[src/rtl/synaptic_current_accumulator_if.sv]
// synaptic_current_accumulator_if: start/operand/result bundle between the routing stage (master) and the accumulator (slave); bias exists only when SYN_BIAS_EN is defined
interface synaptic_current_accumulator_if #(
  parameter int M = 24,
  parameter int W = 8,
  parameter int OUT_W = 8
);
  logic start;
  logic [M-1:0] input_spikes;
  logic [M*W-1:0] weights;
`ifdef SYN_BIAS_EN
  logic [W-1:0] bias;
`endif
  logic busy;
  logic done;
  logic [OUT_W-1:0] input_current;
  logic saturated;
`ifdef SYN_BIAS_EN
  modport master(output start, input_spikes, weights, bias, input busy, done, input_current, saturated);
  modport slave(input start, input_spikes, weights, bias, output busy, done, input_current, saturated);
`else
  modport master(output start, input_spikes, weights, input busy, done, input_current, saturated);
  modport slave(input start, input_spikes, weights, output busy, done, input_current, saturated);
`endif
endinterface

[src/rtl/synaptic_current_accumulator.sv]
// synaptic_current_accumulator: time-multiplexed saturating sum of spike-gated signed weights, LANES per cycle (clk, async reset, bus: start/input_spikes/weights[/bias] in, busy/done/input_current/saturated out; SYN_BIAS_EN adds bias)
module synaptic_current_accumulator #(
  parameter int M = 24,
  parameter int W = 8,
  parameter int LANES = 4,
  parameter int OUT_W = 8
)(
  input logic clk,
  input logic reset,
  synaptic_current_accumulator_if.slave bus
);
`ifdef SYN_BIAS_EN
  localparam int ACC_W = W + $clog2(M) + 2;
`else
  localparam int ACC_W = W + $clog2(M) + 1;
`endif
  localparam int IDX_W = $clog2(M + LANES + 1);
  localparam logic signed [ACC_W-1:0] MAX = ACC_W'((64'sd1 <<< (OUT_W - 1)) - 64'sd1);
  localparam logic signed [ACC_W-1:0] MIN = ~MAX;
  typedef enum logic {IDLE, ACCUM} state_t;
  state_t state, state_next;
  logic [M-1:0] sp;
  logic [M*W-1:0] sw;
  logic signed [ACC_W-1:0] acc, acc_next;
  logic [IDX_W-1:0] idx;
  logic last, hi, lo;
  // shadows shift down by LANES each cycle so the current group always sits in lanes 0..LANES-1 and spent slots fill with zeros
  always_comb begin
    acc_next = acc;
    for (int j = 0; j < LANES; j++)
      acc_next = acc_next + (sp[j] ? ACC_W'($signed(sw[j*W +: W])) : '0);
  end
  assign last = idx + IDX_W'(LANES) >= IDX_W'(M);
  assign hi = acc_next > MAX;
  assign lo = acc_next < MIN;
  always_comb state_next = state == IDLE ? (bus.start ? ACCUM : IDLE) : (last ? IDLE : ACCUM);
  always_ff @(posedge clk or posedge reset)
    if (reset) state <= IDLE;
    else state <= state_next;
  always_ff @(posedge clk or posedge reset)
    if (reset) begin
      acc <= '0;
      idx <= '0;
      sp <= '0;
      sw <= '0;
      bus.busy <= 1'b0;
      bus.done <= 1'b0;
      bus.input_current <= '0;
      bus.saturated <= 1'b0;
    end else begin
      bus.done <= 1'b0;
      if (state == IDLE) begin
        if (bus.start) begin
          sp <= bus.input_spikes;
          sw <= bus.weights;
`ifdef SYN_BIAS_EN
          acc <= ACC_W'($signed(bus.bias));
`else
          acc <= '0;
`endif
          idx <= '0;
          bus.busy <= 1'b1;
        end
      end else begin
        acc <= acc_next;
        idx <= idx + IDX_W'(LANES);
        sp <= sp >> LANES;
        sw <= sw >> (LANES * W);
        if (last) begin
          bus.input_current <= hi ? OUT_W'(MAX) : lo ? OUT_W'(MIN) : acc_next[OUT_W-1:0];
          bus.saturated <= hi | lo;
          bus.done <= 1'b1;
          bus.busy <= 1'b0;
        end
      end
    end
endmodule

[src/flat_wrapper.sv]
// flat-port wrapper written by rule: the top's interface ports become plain ports
module synaptic_current_accumulator_flat 
#(
  parameter int M = 24,
  parameter int W = 8,
  parameter int LANES = 4,
  parameter int OUT_W = 8
)
  (clk, reset, bus_start, bus_input_spikes, bus_weights, bus_busy, bus_done, bus_input_current, bus_saturated);
  synaptic_current_accumulator_if #(.M(M), .W(W), .OUT_W(OUT_W)) bus_i ();
  input logic clk;
  input logic reset;
  input wire logic [$bits(bus_i.start)-1:0] bus_start;
  input wire logic [$bits(bus_i.input_spikes)-1:0] bus_input_spikes;
  input wire logic [$bits(bus_i.weights)-1:0] bus_weights;
  output wire logic [$bits(bus_i.busy)-1:0] bus_busy;
  output wire logic [$bits(bus_i.done)-1:0] bus_done;
  output wire logic [$bits(bus_i.input_current)-1:0] bus_input_current;
  output wire logic [$bits(bus_i.saturated)-1:0] bus_saturated;
  assign bus_i.start = bus_start;
  assign bus_i.input_spikes = bus_input_spikes;
  assign bus_i.weights = bus_weights;
  assign bus_busy = bus_i.busy;
  assign bus_done = bus_i.done;
  assign bus_input_current = bus_i.input_current;
  assign bus_saturated = bus_i.saturated;
  synaptic_current_accumulator #(.M(M), .W(W), .LANES(LANES), .OUT_W(OUT_W)) u_core (.clk(clk), .reset(reset), .bus(bus_i));
endmodule
[config.mk]
export PLATFORM = sky130hd
export DESIGN_NAME = synaptic_current_accumulator_flat
export DESIGN_NICKNAME = d
export VERILOG_FILES = /design/src/rtl/synaptic_current_accumulator_if.sv /design/src/rtl/synaptic_current_accumulator.sv /design/src/flat_wrapper.sv
export SDC_FILE = /design/constraint.sdc
export NUM_CORES = 1
export LEC_CHECK = 0
export CAP_MARGIN = 20
export CORE_ASPECT_RATIO = 1.2
export CORE_MARGIN = 1
export CORE_UTILIZATION = 35
export DETAILED_ROUTE_END_ITERATION = 8
export PLACE_DENSITY = 0.68
export SYNTH_ARGS = -nofsm -noshare
export SYNTH_HDL_FRONTEND = slang
export SYNTH_SLANG_ARGS = --single-unit
[constraint.sdc]
create_clock -name clk -period 20.9 [get_ports clk]
set_input_delay 6.27 -clock clk [delete_from_list [all_inputs] [get_ports clk]]
set_output_delay 6.27 -clock clk [all_outputs]
set_load 0.1 [all_outputs]
# Yosys cells after proc, flatten, opt, wreduce, memory -nomap -nowiden
# Index checks and enable logic that the tools add are counted.
# word_totals
ff_bits	247
output_inout_bits	11
# classes
add_sub_neg	5
magnitude_cmp	3
n_eq_ne	1
muxes	22
bitwise_logic	1
n_reduce_logical	3
# op_table
cell	count
$mux W192	2
$mux W14	6
$add A14 B14 Y14	4
$mux W24	2
$mux W8	2
$gt A14 B8 Y1 const B	1
$lt A14 B8 Y1 const B	1
$mux W5	2
$mux W1	8
$add A5 B3 Y5 const B	1
$ge A5 B5 Y1 const B	1
$reduce_and A2 Y1	2
$ne A2 B2 Y1 const B	1
$reduce_bool A2 Y1	1
$or A1 B1 Y1	1

# Logic depth before layout (Yosys ltp)
# depth
depth_word	8
depth_mapped	17
ltp_nobuf	16

# Worst setup path before layout
# No wires, ideal clock.
# synth_timing
kind	input port to flip-flop
startpoint	input port bus_start
endpoint	register u_core.sw[165]
arrival_time_ps	7668
required_time_ps	20768
slack_ps	13100
stages	5
path_buffers	3
cell_sequence	clkbuf_1 -> buf_1 -> buf_1 -> mux2i_1 -> nor2_1
# synth_between
elab_chain_len	1
# synth_lines
item	line_no	source
start: declaration	flat_wrapper.sv:13	input wire logic [$bits(bus_i.start)-1:0] bus_start;
$reduce_bool A2 Y1 (no source line)	n/a	
end signal: assignment	synaptic_current_accumulator.sv:55	sw <= bus.weights;
end signal: assignment	synaptic_current_accumulator.sv:68	sw <= sw >> (LANES * W);
end: declaration	synaptic_current_accumulator.sv:23	logic [M*W-1:0] sw;
# No other way between the ends.
# A chain may end at the register's enable or synchronous reset.

# Final worst setup path
# layout_timing
startpoint	register u_core.bus.input_current[0]
endpoint	output port bus_input_current[0]
# layout_rtl
item	line_no	source
start: declaration	synaptic_current_accumulator_if.sv:22	modport slave(input start, input_spikes, weights, output busy, done, input_current, saturated);
start signal: assignment	synaptic_current_accumulator.sv:70	bus.input_current <= hi ? OUT_W'(MAX) : lo ? OUT_W'(MIN) : acc_next[OUT_W-1:0];
end: declaration	flat_wrapper.sv:18	output wire logic [$bits(bus_i.input_current)-1:0] bus_input_current;
# No word-level cell between the ends.

==> flow_summary_export.csv <==
group,metric,value,unit
run_status,status,"complete, no violations",
routing,drc,0,
timing,hold_viol,0,
yosys,synth_top_area_cell,"dfrtp_1",
layout,drive_gt1_share,4.94,%
timing,finClkSkew,17.4,ps
clock_network,clk_pin_slew_worst_paths,60,ps
clock_network,postCtsSetupBuffers,0,
yosys,synthesis.nets,1477,
layout,nets,1663,
critical_path,required,14630,ps
die,num_rows,75,
global_routing,grt_pass1_wl,50700,um
die,die_w,175,um
timing,finalCriticalPeriod,8430,ps
critical_path,cp.arrival,2160,ps
timing,worst_pin_slew,1070,ps
global_routing,grt_usage,17.6,%
yosys,ys_seq_elements,245,
timing,finalWorstSetupSlack,12470,ps
die,core-area,35100,um2
yosys,ys_types,52,
clock_network,cts_tree,"done",
layout,final_cell_mix,"244 x dfrtp_1, 228 x clkdlybuf4s50_1, 216 x mux2i_1",
critical_path,critPathCaptureType,"output pin",
pwr,p_total,2.38,mW
yosys,synth_edf_count,0,
pwr,intPower,1.40,mW
routing,vias,9045,
placed_design,dpl.hpwl,22900,um
placed_design,gp_congestion,0.863,
routing,met1_length,13200,um
worst_hold_path,min_path_type,"reg2reg",
die,die_h,209,um
pwr,pwr-share-comb,45.7,%
timing,setup_violations,0,
clock_network,clock_latency,540,ps
placed_design,post-place-ws,12310,ps
timing,maxSlewHeadroom,28.7,%
layout,final_common_cell,"dfrtp_1",
pwr,powerDensity,148,nW/um2
layout,final_cells,1881,
yosys,synthArstFlopShare,100,%
die,start_util,35.6,%
global_routing,grt_pass1_vias,9272,
placed_design,port_buffers,229,
timing,clock.fmax,119,MHz
pwr,vdd_drop_max,0.0000905,V
timing,final.setup.tns,0,ps
clock_network,cts_sinks,245,
pwr,clkPwrFrac,21.0,%
global_routing,grt_max_degree,140,
yosys,ys_seq_area_share,49.0,%
yosys,ys.flop_type,"dfrtp_1",
global_routing,grt_overflow,0,
die,die_area,36500,um2
flow_run,max-cap-violations,0,
routing,drt-wirelength-per-cell,16.9,um
yosys,syn_area,12500,um2
yosys,ys_warn_count,0,
routing,final_antenna_net_count,0,
clock_network,cts_resized,0,
routing,viasPerCell,4.81,
layout,stdcell_area,16100,um2
pwr,power.leakage,7.37,nW
routing,dr_wl_met2,16500,um
routing,routed_wl,31800,um
layout,area_growth,28.7,%
timing,min_period_over_period,40.4,%
clock_network,cts_max_path_buffers,3,
die,io_pins,230,
routing,routed.top_layer,"met4",
timing,rsz0062_at_grt,"false",
routing,drtIter0Drc,607,
clock_network,root_buffer,"clkbuf_16",
critical_path,crit_slowest_cell,"clkdlybuf4s50_1",
critical_path,cp-start-kind,"flop",
routing,firstDrtPassIters,5,
critical_path,worstSetupPathType,"reg2out",
layout,fin_util,45.9,%
timing,whs,478,ps
yosys,synth.avg_cell_area,10.3,um2
yosys,netlist_instances,1212,
clock_network,cts_hold_buf,0,
yosys,synth_top_cell_area_share,49.0,%
pwr,p_sw_share,41.1,%
pwr,seqPwrFrac,33.3,%
critical_path,path_delay_family,"buffers and inverters",
critical_path,worst_path_largest_cell_delay,1170,ps
pwr,power_switching,0.979,mW
clock_network,h-tree-depth,1,
critical_path,cp_cell_sequence,"clkdlybuf4s50_1",
clock_network,numCtsBuffers,26,
timing,final_max_slew_viol_count,0,
critical_path,crit_buf_inv,1,
routing,wl_met3,1360,um
placed_design,dpl.cell_count,1832,
critical_path,crit_fanout,4,
placed_design,placed_area,15100,um2
global_routing,antenna_found_initial,2,
yosys,synthTopCellsByArea,"dfrtp_1 49%, mux2i_1 17%, o21ai_0 7.9%",
-- final timing paths --
path	startpoint	end	slack [ps]	cells past startpoint
hold / removal	u_core.sw[113]	u_core.sw[81]	480	2
setup reg to reg	u_core.sp[2]	u_core.bus.input_current[1]	15780	16
min in group asynchronous	reset	u_core.sw[161]	6350	2
hold reg to reg	u_core.sw[113]	u_core.sw[81]	480	2
max in group asynchronous	reset	u_core.sw[22]	13120	3
setup / recovery	u_core.bus.input_current[0]	bus_input_current[0]	12470	1
-- final cells by class --
class                   count  area [um2]
repair buffers            236        2360
fillers                  3344       19000
multi-input cells         844        5900
well taps                 462         578
diodes                      2        5.00
inverters                  45         176
clock inverters             9         153
flip-flops and latches    245        6130
clock buffers              38         787
-- sequential cells by signal, summed over array words and instances, names as in the netlist --
register                  cells
u_core.bus.done               1
u_core.bus.saturated          1
u_core.acc                   14
u_core.bus.input_current      8
u_core.state                  1
u_core.bus.busy               1
u_core.idx                    3
u_core.sp                    24
u_core.sw                   192
-- power groups by stage --
stage | registers (mW) | logic, mW | clock network [mW]
2_1_floorplan | 0.776 | 0.821 | 0
4_1_cts | 0.794 | 1.10 | 0.511
3_5_place_dp | 0.800 | 1.09 | 0
3_3_place_gp | 0.795 | 1.06 | 0
5_1_grt | 0.816 | 1.22 | 0.532
6_report | 0.793 | 1.09 | 0.498
-- cells by family after synthesis --
| family | after synthesis | synth area share (%) |
|---|---|---|
| compound gates | 262 | 12.2 |
| xor+xnor | 9 | 0.691 |
| fa+ha+maj | 46 | 6.35 |
| buf+inv | 123 | 3.80 |
| flops | 245 | 49.0 |
| mux | 216 | 17.3 |
| simple gates | 311 | 10.6 |
-- cells in the mapped netlist (2+ instances only) --
library cell	instances
a2111oi_2	4
a211oi_1	16
a211oi_2	2
a21oi_1	12
a22o_1	4
and2_1	23
buf_1	15
buf_2	2
clkbuf_1	59
dfrtp_1	245
fa_1	29
ha_1	17
inv_1	45
mux2i_1	216
nand2_1	212
nand2b_1	3
nand3_1	4
nor2_1	49
nor3_1	5
nor3b_1	2
nor4_1	3
o2111ai_1	2
o211ai_1	2
o21a_1	4
o21ai_0	197
o21bai_1	2
o22ai_1	4
o31ai_1	4
xnor2_1	7
-- layer usage --
metal	GRT usage, %	vias to the layer above
li1	-	4546
met1	21.6	4294
met2	31.2	168
met3	3.18	37
met4	5.61	0
met5	0	-
No activity file was read; power rests on OpenSTA's default activity.
